$ cat config.mk
export PLATFORM = sky130hd
export DESIGN_NAME = ufp_line_responder_flat
export DESIGN_NICKNAME = d
export VERILOG_FILES = /design/src/rtl/ufp_line_responder_if.sv /design/src/rtl/ufp_line_responder.sv /design/src/flat_wrapper.sv
export SDC_FILE = /design/constraint.sdc
export NUM_CORES = 1
export LEC_CHECK = 0
export CORE_AREA = 2 2 251 253
export DETAILED_ROUTE_END_ITERATION = 8
export DIE_AREA = 0 0 253 255
export PLACE_DENSITY = 0.6
export SLEW_MARGIN = 20
export SYNTH_ARGS = -nofsm -noshare
export SYNTH_HDL_FRONTEND = slang
export SYNTH_SLANG_ARGS = --single-unit
$ cat constraint.sdc
create_clock -name clk -period 5.3 [get_ports clk]
set_input_delay 0.795 -clock clk [delete_from_list [all_inputs] [get_ports clk]]
set_output_delay 0.795 -clock clk [all_outputs]
set_load 0.005 [all_outputs]
$ cat src/rtl/ufp_line_responder_if.sv
// Bundle of the ufp word-request port and the dfp line port seen by ufp_line_responder.
// master = requester/memory side (drives requests and refills), slave = the responder.
interface ufp_line_responder_if;
    logic [31:0]  ufp_addr;
    logic [3:0]   ufp_rmask;
    logic [3:0]   ufp_wmask;
    logic [31:0]  ufp_wdata;
    logic [31:0]  ufp_rdata;
    logic         ufp_resp;
    logic [31:0]  dfp_addr;
    logic         dfp_read;
    logic         dfp_write;
    logic [255:0] dfp_wdata;
    logic [255:0] dfp_rdata;
    logic         dfp_resp;

    modport master (
        output ufp_addr, ufp_rmask, ufp_wmask, ufp_wdata,
        input  ufp_rdata, ufp_resp,
        input  dfp_addr, dfp_read, dfp_write, dfp_wdata,
        output dfp_rdata, dfp_resp
    );

    modport slave (
        input  ufp_addr, ufp_rmask, ufp_wmask, ufp_wdata,
        output ufp_rdata, ufp_resp,
        output dfp_addr, dfp_read, dfp_write, dfp_wdata,
        input  dfp_rdata, dfp_resp
    );
endinterface

$ cat src/rtl/ufp_line_responder.sv
// Single-line word responder: serves ufp requests from one 256-bit line, write-back/refill over dfp.
// Define UFP_RESP_PERF_EN to add the perf_hits/perf_misses acceptance counters.
module ufp_line_responder #(
    parameter int LINE_WORDS = 8
) (
    input  logic        clk,
    input  logic        rst,
`ifdef UFP_RESP_PERF_EN
    output logic [31:0] perf_hits,
    output logic [31:0] perf_misses,
`endif
    ufp_line_responder_if.slave bus
);
    typedef enum logic [1:0] {IDLE, WB, FILL, RESP} state_t;

    state_t                       state, state_next;
    logic [LINE_WORDS-1:0][31:0]  line;
    logic [26:0]                  tag;
    logic                         valid, dirty;

    logic [26:0] req_tag;
    logic [2:0]  req_offset;
    logic [3:0]  req_rmask, req_wmask;
    logic [31:0] req_wdata;

    logic        req_valid, hit, accept, req_is_write, dirty_eff;
    logic [31:0] merged_word;
    logic        unused_addr_bits;

    assign req_valid        = |{bus.ufp_rmask, bus.ufp_wmask};
    assign hit              = valid && (tag == bus.ufp_addr[31:5]);
    assign accept           = (state == IDLE || state == RESP) && req_valid;
    assign req_is_write     = |req_wmask;
    // A write finishing this cycle dirties the line at the same edge a miss is decided.
    assign dirty_eff        = dirty || (state == RESP && req_is_write);
    assign unused_addr_bits = ^bus.ufp_addr[1:0];

    // NOTE: sequential state uses <= so every register samples pre-edge values.
    always_ff @(posedge clk) begin
        if (rst) state <= IDLE;
        else     state <= state_next;
    end

    // NOTE: every output gets a default first so no path leaves one unassigned (no latch).
    always_comb begin
        state_next    = state;
        bus.ufp_resp  = 1'b0;
        bus.ufp_rdata = '0;
        bus.dfp_read  = 1'b0;
        bus.dfp_write = 1'b0;
        bus.dfp_addr  = '0;
        bus.dfp_wdata = '0;
        unique case (state)
            IDLE, RESP: begin
                if (state == RESP) begin
                    bus.ufp_resp = 1'b1;
                    if (!req_is_write && (|req_rmask)) bus.ufp_rdata = line[req_offset];
                end
                if (!req_valid)    state_next = IDLE;
                else if (hit)      state_next = RESP;
                else if (dirty_eff) state_next = WB;
                else               state_next = FILL;
            end
            WB: begin
                bus.dfp_write = 1'b1;
                bus.dfp_addr  = {tag, 5'b0};
                bus.dfp_wdata = line;
                if (bus.dfp_resp) state_next = FILL;
            end
            FILL: begin
                bus.dfp_read = 1'b1;
                bus.dfp_addr = {req_tag, 5'b0};
                if (bus.dfp_resp) state_next = RESP;
            end
        endcase
    end

    always_comb begin
        merged_word = line[req_offset];
        for (int b = 0; b < 4; b++) begin
            if (req_wmask[b]) merged_word[b*8 +: 8] = req_wdata[b*8 +: 8];
        end
    end

    // NOTE: line data, tag and the latched request are not reset; valid and state gate their use.
    always_ff @(posedge clk) begin
        if (accept) begin
            req_tag    <= bus.ufp_addr[31:5];
            req_offset <= bus.ufp_addr[4:2];
            req_rmask  <= bus.ufp_rmask;
            req_wmask  <= bus.ufp_wmask;
            req_wdata  <= bus.ufp_wdata;
        end
        if (state == FILL && bus.dfp_resp) begin
            line <= bus.dfp_rdata;
            tag  <= req_tag;
        end else if (state == RESP && req_is_write) begin
            line[req_offset] <= merged_word;
        end
    end

    always_ff @(posedge clk) begin
        if (rst) begin
            valid <= 1'b0;
            dirty <= 1'b0;
        end else begin
            unique case (state)
                WB:   if (bus.dfp_resp) dirty <= 1'b0;
                FILL: if (bus.dfp_resp) begin
                          valid <= 1'b1;
                          dirty <= 1'b0;
                      end
                RESP: if (req_is_write) dirty <= 1'b1;
                default: ;
            endcase
        end
    end

`ifdef UFP_RESP_PERF_EN
    always_ff @(posedge clk) begin
        if (rst) begin
            perf_hits   <= '0;
            perf_misses <= '0;
        end else if (accept) begin
            if (hit) perf_hits   <= perf_hits + 32'd1;
            else     perf_misses <= perf_misses + 32'd1;
        end
    end
`else
    // Counters are absent in this build; behaviour is otherwise identical.
`endif
endmodule

$ cat src/flat_wrapper.sv
// flat-port wrapper written by rule: the top's interface ports become plain ports
module ufp_line_responder_flat 
#(
    parameter int LINE_WORDS = 8
)
  (clk, rst, bus_ufp_addr, bus_ufp_rmask, bus_ufp_wmask, bus_ufp_wdata, bus_ufp_rdata, bus_ufp_resp, bus_dfp_addr, bus_dfp_read, bus_dfp_write, bus_dfp_wdata, bus_dfp_rdata, bus_dfp_resp);
  ufp_line_responder_if bus_i ();
  input  logic clk;
  input  logic rst;
  input wire logic [$bits(bus_i.ufp_addr)-1:0] bus_ufp_addr;
  input wire logic [$bits(bus_i.ufp_rmask)-1:0] bus_ufp_rmask;
  input wire logic [$bits(bus_i.ufp_wmask)-1:0] bus_ufp_wmask;
  input wire logic [$bits(bus_i.ufp_wdata)-1:0] bus_ufp_wdata;
  output wire logic [$bits(bus_i.ufp_rdata)-1:0] bus_ufp_rdata;
  output wire logic [$bits(bus_i.ufp_resp)-1:0] bus_ufp_resp;
  output wire logic [$bits(bus_i.dfp_addr)-1:0] bus_dfp_addr;
  output wire logic [$bits(bus_i.dfp_read)-1:0] bus_dfp_read;
  output wire logic [$bits(bus_i.dfp_write)-1:0] bus_dfp_write;
  output wire logic [$bits(bus_i.dfp_wdata)-1:0] bus_dfp_wdata;
  input wire logic [$bits(bus_i.dfp_rdata)-1:0] bus_dfp_rdata;
  input wire logic [$bits(bus_i.dfp_resp)-1:0] bus_dfp_resp;
  assign bus_i.ufp_addr = bus_ufp_addr;
  assign bus_i.ufp_rmask = bus_ufp_rmask;
  assign bus_i.ufp_wmask = bus_ufp_wmask;
  assign bus_i.ufp_wdata = bus_ufp_wdata;
  assign bus_ufp_rdata = bus_i.ufp_rdata;
  assign bus_ufp_resp = bus_i.ufp_resp;
  assign bus_dfp_addr = bus_i.dfp_addr;
  assign bus_dfp_read = bus_i.dfp_read;
  assign bus_dfp_write = bus_i.dfp_write;
  assign bus_dfp_wdata = bus_i.dfp_wdata;
  assign bus_i.dfp_rdata = bus_dfp_rdata;
  assign bus_i.dfp_resp = bus_dfp_resp;
  ufp_line_responder #(.LINE_WORDS(LINE_WORDS)) u_core (.clk(clk), .rst(rst), .bus(bus_i));
endmodule
==> summary by stage, run 1 <==
Outcome
The run finished, with violations left. The checks that failed: max-slew violations.

GRT
The first global-routing pass estimated 123000 µm of wire. The number of antenna violations at the first check in global routing is 19. For this run, the total global-route usage over all layers was measured as 26.7%. The maximum number of pins on one net before global-route repair is 259. The number of global-route vias before repair is 16896.

The total overflow left after global routing is 0.

Setup path
The startpoint of the lowest-slack register-to-register path is u_core.req_offset[0]. The logic depth of the worst path, buffers included is 5. The startpoint class of the critical path is a register. Traced cell by cell, the critical path runs through inv_2, nor3_4, a222oi_1, nor2_1, clkdlybuf4s50_1. The cell family contributing the most delay on the critical path is simple AND/OR/NAND/NOR gates. The library cell contributing the largest single delay on the critical path is sky130_fd_sc_hd__nor3_4. The startpoint-to-endpoint class of the critical path is register to primary output.

Counting both buffers and inverters, the worst setup path holds a total of 2. STA puts the critical path data arrival time at 4050 ps. The cell count of the worst reg-to-reg path is 5. The worst setup path is captured at a primary output. The largest single stage delay on the critical path is 980 ps. In this run the worst path has a maximum fanout of 21. The worst endpoint required time is 4510 ps. Tracing the worst setup path back leads to its startpoint at u_core.req_offset[0].

Power and ir drop
VDD sags by at most 0.492 mV. The internal power of the cells totals 8.31 mW. The power per cell area is 508 nW/µm². Power comes to 13.9 mW. For this design the static power due to leakage is 9.49 nW. Net switching is 40.3% of the power. The proportion of power drawn by the clock network is 20.6%.

In this run the power spent charging and discharging nets is 5.61 mW. In this run, the combinational gates consume 44.0% of the power. The share of total power in sequential cells is 35.4%.

Hold path
The worst hold path begins at u_core.req_tag[10]. The worst hold-check path type is register to register. The depth of the worst hold-timing path is 0.

Finish
Cells fill 44.1% of the core in the end. Of the cells placed in the final design, the portion with a size suffix greater than 1 is 9.60%. Relative to the synthesized area, the layout overhead comes to 47.2%. After the flow finishes, the layout carries non-filler instances totaling 3020. The net total in the final layout is 2512.

Clock tree
The deepest clock path buffer count is 3. In this run the number of H-tree levels came out at 2. TritonCTS built the clock tree. The source-to-sink clock delay at the later pin of the worst-skew pair is 570 ps. TritonCTS created 43 clock buffers. Clock-pin slew was measured on the worst setup and hold paths at 60 ps. The clock drives 357 sinks.

In this run the post-CTS setup repair buffer count came out at 0. The hold buffer count at cts is 0. The number of gates resized after CTS was 0. CTS placed an instance of sky130_fd_sc_hd__clkbuf_16 at the clock tree root.

Synth
The synthesized netlist occupies a cell area of 18600 µm². Synthesis inferred 357 register bits. The post-synthesis instance total is 1565. In the synthesized netlist the dominant register cell turns out to be sky130_fd_sc_hd__edfxtp_1. A synthesized cell averages 11.9 µm². For this run, the register share of the synthesized area comes to 57.4%. The count of synthesis-stage warnings from yosys is 0. The netlist uses 68 different library cells. The number of enable flip-flop cells after synthesis is 353. The fraction of registers with async set/reset is 0%.

Floorplanning
The die covers 64500 µm². Measured along the x axis, the die boundary spans 253 µm. The initial utilization of the core area, before any placement, comes to 30.0%. The total area inside the core boundary comes to 62200 µm².

The floorplan die height is 255 µm. Pin placement for this block handled 654 I/O pins. The initialized floorplan defines 92 standard-cell rows.

Detailed routing
The mean number of vias per cell is 5.51. The total via count in the routed design is 16637. The number of nets with antenna violations after detailed routing is 0. In this run, the number of DRC markers left after iteration 0 of detailed routing was 1569. The remaining routing DRC violations is 0. The final layout contains routed wiring with a total length of 89600 µm. The first-pass iteration count of the detailed router is 6. After detailed routing, the average wire length per cell comes to 29.7 µm.

Timing
The slew at the pin with the worst max-slew slack is 1550 ps. Setup violations remaining at the end of the flow were counted as 0. The number of slew-limit violations in the final report is 70. On the final layout, the worst clock skew is 20.4 ps. The shortest clock period the worst path allows after layout is 4840 ps.

The final hold slack is 452 ps. The maximum clock frequency is 207 MHz. The number of hold violations in the final report is 0. The worst path uses 91.3% of the clock period.

In the final timing run, aggregate negative setup slack is 0 ps. Measured against its own limit, the worst slew margin works out to -3.19%. Setup repair after global routing left no endpoint under its margin.

Place
After detailed placement, the design holds a cell count of 2931. Port buffering added 646 buffers. The global placer's final weighted congestion is 0.897.

Detailed placement ended at an HPWL of 62600 µm.

Flow run
The number of maximum-capacitance violations is 0.
worst reg2reg max path: stages, from the launching register on:
cell,delay [ps]
sky130_fd_sc_hd__edfxtp_1,670
sky130_fd_sc_hd__buf_4,340
sky130_fd_sc_hd__nor2_1,660
sky130_fd_sc_hd__nand2_1,560
sky130_fd_sc_hd__o21ai_4,770
sky130_fd_sc_hd__buf_12,310
registers in the layout, summed over array words and instances, names as in the netlist:
| name | count |
|---|---|
| u_core.dirty | 1 |
| u_core.state | 2 |
| u_core.req_offset | 3 |
| u_core.valid | 1 |
| u_core.req_tag | 27 |
| u_core.req_wmask | 4 |
| u_core.req_rmask | 4 |
| u_core.line | 256 |
| u_core.req_wdata | 32 |
| u_core.tag | 27 |
layout by cell type, fill, tap and decap left out, types with 15 or more instances in the layout:
cell,instances
sky130_fd_sc_hd__nand2_1,184
sky130_fd_sc_hd__nor2_1,42
sky130_fd_sc_hd__mux2i_1,26
sky130_fd_sc_hd__a22o_1,128
sky130_fd_sc_hd__xnor2_1,15
sky130_fd_sc_hd__edfxtp_1,353
sky130_fd_sc_hd__clkbuf_16,45
sky130_fd_sc_hd__and2_1,259
sky130_fd_sc_hd__mux4_2,29
sky130_fd_sc_hd__o21ai_0,155
sky130_fd_sc_hd__buf_4,47
sky130_fd_sc_hd__clkdlybuf4s50_1,646
routing by layer:
metal	wire, µm	GRT usage (%)	vias up
li1	-	-	7080
met1	35500	34.8	8248
met2	42200	43.3	1125
met3	8950	6.82	172
met4	2820	9.43	12
met5	77	0	-
cell usage after synthesis, drive strengths merged (3+ instances only):
| master | n | share of area, % |
|---|---|---|
| clkbuf | 97 | 2.0 |
| nand3 | 4 | 0.11 |
| a221o | 13 | 0.70 |
| dfxtp | 4 | 0.43 |
| or2 | 4 | 0.13 |
| xor2 | 12 | 0.56 |
| or3b | 3 | 0.14 |
| nor2 | 46 | 0.94 |
| and2 | 262 | 8.8 |
| a221oi | 12 | 0.63 |
| xnor2 | 15 | 0.71 |
| a32o | 8 | 0.43 |
| nand4 | 6 | 0.20 |
| a21oi | 23 | 0.80 |
| nor3 | 7 | 0.28 |
| ha | 4 | 0.27 |
| o31ai | 9 | 0.36 |
| nand2b | 5 | 0.17 |
| buf | 38 | 1.5 |
| mux2i | 27 | 1.5 |
| a22oi | 7 | 0.28 |
| a222oi | 6 | 0.32 |
| o2bb2ai | 4 | 0.19 |
| edfxtp | 353 | 57 |
| o22ai | 5 | 0.17 |
| nand2 | 185 | 3.7 |
| o21ai | 171 | 4.6 |
| mux4 | 29 | 3.5 |
| nor2b | 6 | 0.20 |
| o211ai | 14 | 0.91 |
| o221ai | 6 | 0.32 |
| nor4 | 7 | 0.24 |
| a22o | 128 | 6.0 |
| mux2 | 13 | 0.81 |
| inv | 16 | 0.32 |
cells by family (layout without fill, tap and decap cells):
logic type      after synthesis  in the layout  synth area share [%]
simple gates                537            537                  15.1
buf+inv                     151            791                  3.80
compound gates              419            419                  16.4
flops                       357            357                  57.4
fa+ha+maj                     4              4                 0.269
other cells                   1             17                0.0201
mux                          69             69                  5.79
xor+xnor                     27             27                  1.27
worst paths after layout:
path / to / slack, ps
worst max-delay path: bus_ufp_rdata[29] / 460
worst min-delay path: u_core.tag[10] / 450
worst max register to register: u_core.line[149] / 1660
worst min register to register: u_core.tag[10] / 450
through the flow:
step,worst slack [ps],cell area [µm²]
after global routing,218,27400
after CTS,361,27400
after global placement,1050,26000
after floorplan,510,18600
final,459,27400
after detailed placement,986,26100
final cells by class:
class	instances	area, µm²
Tap cell	799	1000
Timing Repair Buffer	698	6910
Clock buffer	58	1170
Fill cell	5835	34700
Clock inverter	19	144
Inverter	16	67.6
Multi-Input combinational cell	1061	7410
Antenna cell	12	30.0
Sequential cell	357	10700
power by group through the flow:
stage,clock (mW),sequential [mW],combinational (mW)
after floorplan,0,4.78,3.33
after global placement,0,4.93,6.01
after detailed placement,0,4.97,6.08
after CTS,2.90,4.92,6.10
after global routing,3.00,5.01,6.48
final,2.87,4.93,6.12
Note: power is estimated with default switching activity, not from simulation.
==> run 2, diff against run 1 <==
--- a/config.mk
+++ b/config.mk
@@ -9,6 +9,7 @@
 export DETAILED_ROUTE_END_ITERATION = 8
 export DIE_AREA = 0 0 253 255
 export PLACE_DENSITY = 0.6
+export REMOVE_ABC_BUFFERS = 1
 export SLEW_MARGIN = 20
 export SYNTH_ARGS = -nofsm -noshare
 export SYNTH_HDL_FRONTEND = slang
==> run 2 against run 1 <==
  * The run now ends clean
  * Routed wire length is essentially flat
  * Clock-buffer cell count shrank 9
  * Fmax grew 5.7%
  * Worst hold slack gained 2.8 ps
  * Final area grew 0.12%
  * Sequential cell count is the same
  * Global-route usage is essentially flat
  * Via count shrank 0.92%
  * Non-clock buffer count shrank 1
  * First-iteration DRC count shrank 6.4%
  * Largest cell class unchanged
  * Largest power group unchanged
==> summary by stage, run 2 (synthesized netlist as in run 1, its figures left out) <==
Outcome
The run finished with clean final reports.

Setup path
The library cell appearing most often on the critical path is sky130_fd_sc_hd__or2_2. The startpoint class of the critical path is a register. The worst endpoint required time is 4510 ps. Grouping stages by cell kind, the critical path spends the most delay in buffers and inverters. The endpoint of the most critical register-to-register path is u_core.line[194]. Counting cells, the worst reg-to-reg path comes to 5.

The library cell contributing the largest single delay on the critical path is sky130_fd_sc_hd__clkdlybuf4s50_1. The startpoint-to-endpoint class of the critical path is register to primary output. Data on the critical path arrives at its endpoint at 3780 ps. In this run the worst path has a maximum fanout of 17. The worst stage delay on the critical path is 570 ps. The worst setup path startpoint is u_core.req_wmask[3]. The setup slack of the most critical reg-to-reg path is 1720 ps. Walking the worst path, the cells encountered are inv_2, nand4_1, or2_2, or2_2, buf_4, a21oi_1, clkdlybuf4s50_1. The startpoint of the lowest-slack register-to-register path is u_core.req_offset[1]. The critical path buffer and inverter count is 3.

The element type at the critical path end is a primary output.

Clock tree
The number of cells upsized or downsized after cts is 0. The hold buffer count at cts is 0. Clock tree synthesis inserted a total of 42 buffers. CTS built an H-tree with a depth of 2. The total number of clock tree sinks is 357.

Post-CTS timing repair inserted 0 buffers for setup. The TritonCTS clock tree is done. The root buffer cell chosen for the clock tree is sky130_fd_sc_hd__clkbuf_16. The clock slew seen by the registers of the worst setup and hold paths is 60 ps. Counting along the longest clock path gives a buffer depth of 3.

For the worst-skew pair, the clock arrives at the later sink with an insertion delay of 570 ps.

Timing
The number of slew-limit violations in the final report is 0. After layout, the worst path uses 86.4% of the clock period. The number of hold violations in the final report came to 0. After layout, the minimum clock period comes to 4580 ps. The max-slew headroom at the worst pin is 31.4%. For the pin with the worst max-slew slack, the measured transition is 1030 ps.

The final count of negative-setup-slack endpoints is 0. Based on the critical path, the design can be clocked at up to 218 MHz. Across the routed clock network, the largest skew measured is 24.1 ps. Setup repair after global routing left no endpoint under its margin.

Power and ir drop
In this run the static leakage power is 9.50 nW. In this run the power density over the cells is 509 nW/µm². The worst ir drop on vdd is 0.240 mV.

Detailed routing
The detailed-route wire length per cell is 29.7 µm. The total via count in the routed design is 16484. The remaining routing DRC violations is 0. The final layout contains routed wiring with a total length of 89600 µm. The DRC marker count from the first detailed-route iteration is 1469. After detailed routing, the number of vias per cell comes to 5.47.

The first-pass iteration count of the detailed router is 7. The detail route stage leaves a number of antenna-violating nets equal to 0.

Floorplanning
The core footprint is 62200 µm². The overall die area is 64500 µm². The chip width is 253 µm. The starting density of the core is 30.0%. The floorplan die height is 255 µm.

After floorplanning, the core was divided into 92 placement rows. The boundary pin count is 654.

Place
The global placer's final weighted congestion is 0.914. After legalization and detailed placement, the total HPWL measured 62100 µm. The total placed instance area is 26100 µm². The count of buffers added on input and output ports is 646. The cell total after placement is 2930.

Hold path
The worst hold-check path type is register to register. The beginning of the worst hold path is u_core.req_tag[25]. Counting instances, the worst hold path has a depth of 0. The worst-case hold path end point is u_core.tag[25].

GRT
The number of antenna violations at the first check in global routing was 17. Entering global routing, the biggest net connects 120 pins. The first-pass GRT wire length is 123000 µm.

The overall global routing resource usage is 26.7%. The total overflow left after global routing is 0. The number of global-route vias before repair is 16900.

Finish
The most frequent standard cell in the layout excluding fill and tap cells is sky130_fd_sc_hd__clkdlybuf4s50_1. The area added between synthesis and finish is 47.4%. Leaving out fill and tap cells, the most frequent cells in the layout are 646 x sky130_fd_sc_hd__clkdlybuf4s50_1, 353 x sky130_fd_sc_hd__edfxtp_1, 258 x sky130_fd_sc_hd__and2_1, 184 x sky130_fd_sc_hd__nand2_1, 155 x sky130_fd_sc_hd__o21ai_0. In the final design database the tool counted 2510 nets. The largest registers in the layout are u_core.line (256), u_core.req_wdata (32). The register containing the most flip-flops in the final layout is u_core.line. The register with the most flip-flops in the layout has 256 of them.

Once layout is done, the placed cells without fillers occupy 27400 µm². The filler-free cell count of the finished design is 3015. The fraction of final layout cells sized beyond drive strength 1 is 9.66%.

Flow run
Max-cap violations in this run came to 0.
-- run 2: changes by cell type in the layout (fill, tap and decap cells not counted), sizes merged --
cell and change:
clkbuf -9, bufinv +3, diode -2, clkinvlp +2
inv +2, buf -1
-- run 2: metrics by stage --
stage	hold WS, ps	setup TNS, ps	power [mW]	worst slack [ps]	utilization (%)
floorplan	427	-12530	7.93	-244	-
global placement	432	0	10.9	1240	41.9
detailed placement	444	0	11.0	1230	41.9
CTS	450	0	14.0	603	44.1
global route	462	0	14.5	492	44.1
finish	455	0	14.0	721	44.2
-- run 2: worst max path at each step --
| stage | to | slack (ps) | cells past startpoint |
|---|---|---|---|
| floorplan | u_core.line[192] | -240 | 3 |
| global placement | bus_ufp_rdata[15] | 1240 | 6 |
| detailed placement | bus_ufp_rdata[15] | 1230 | 6 |
| CTS | bus_ufp_rdata[15] | 600 | 6 |
| global route | bus_ufp_rdata[15] | 490 | 6 |
| finish | bus_ufp_rdata[15] | 720 | 7 |
-- run 2: area by class of cell --
| class | instances | area, µm² |
|---|---|---|
| Multi-Input combinational cell | 1061 | 7400 |
| Antenna cell | 10 | 25.0 |
| Clock inverter | 26 | 258 |
| Clock buffer | 49 | 1100 |
| Fill cell | 5839 | 34700 |
| Timing Repair Buffer | 697 | 6920 |
| Tap cell | 799 | 1000 |
| Inverter | 16 | 67.6 |
| Sequential cell | 357 | 10700 |
-- run 2: routing by layer --
metal	wire, µm	global-route usage (%)	up-vias	share of wire (%)
met1	35700	33.9	8280	40
met3	8260	6.34	153	9.2
li1	-	-	7059	-
met5	69	0	-	0.077
met2	43400	45.7	982	48
met4	2250	7.25	10	2.5
-- run 2: power breakdown --
group | internal [mW] | switching [mW]
sequential | 4.43 | 0.500
combinational | 2.24 | 3.86
clock | 1.73 | 1.23
total | 8.39 | 5.58
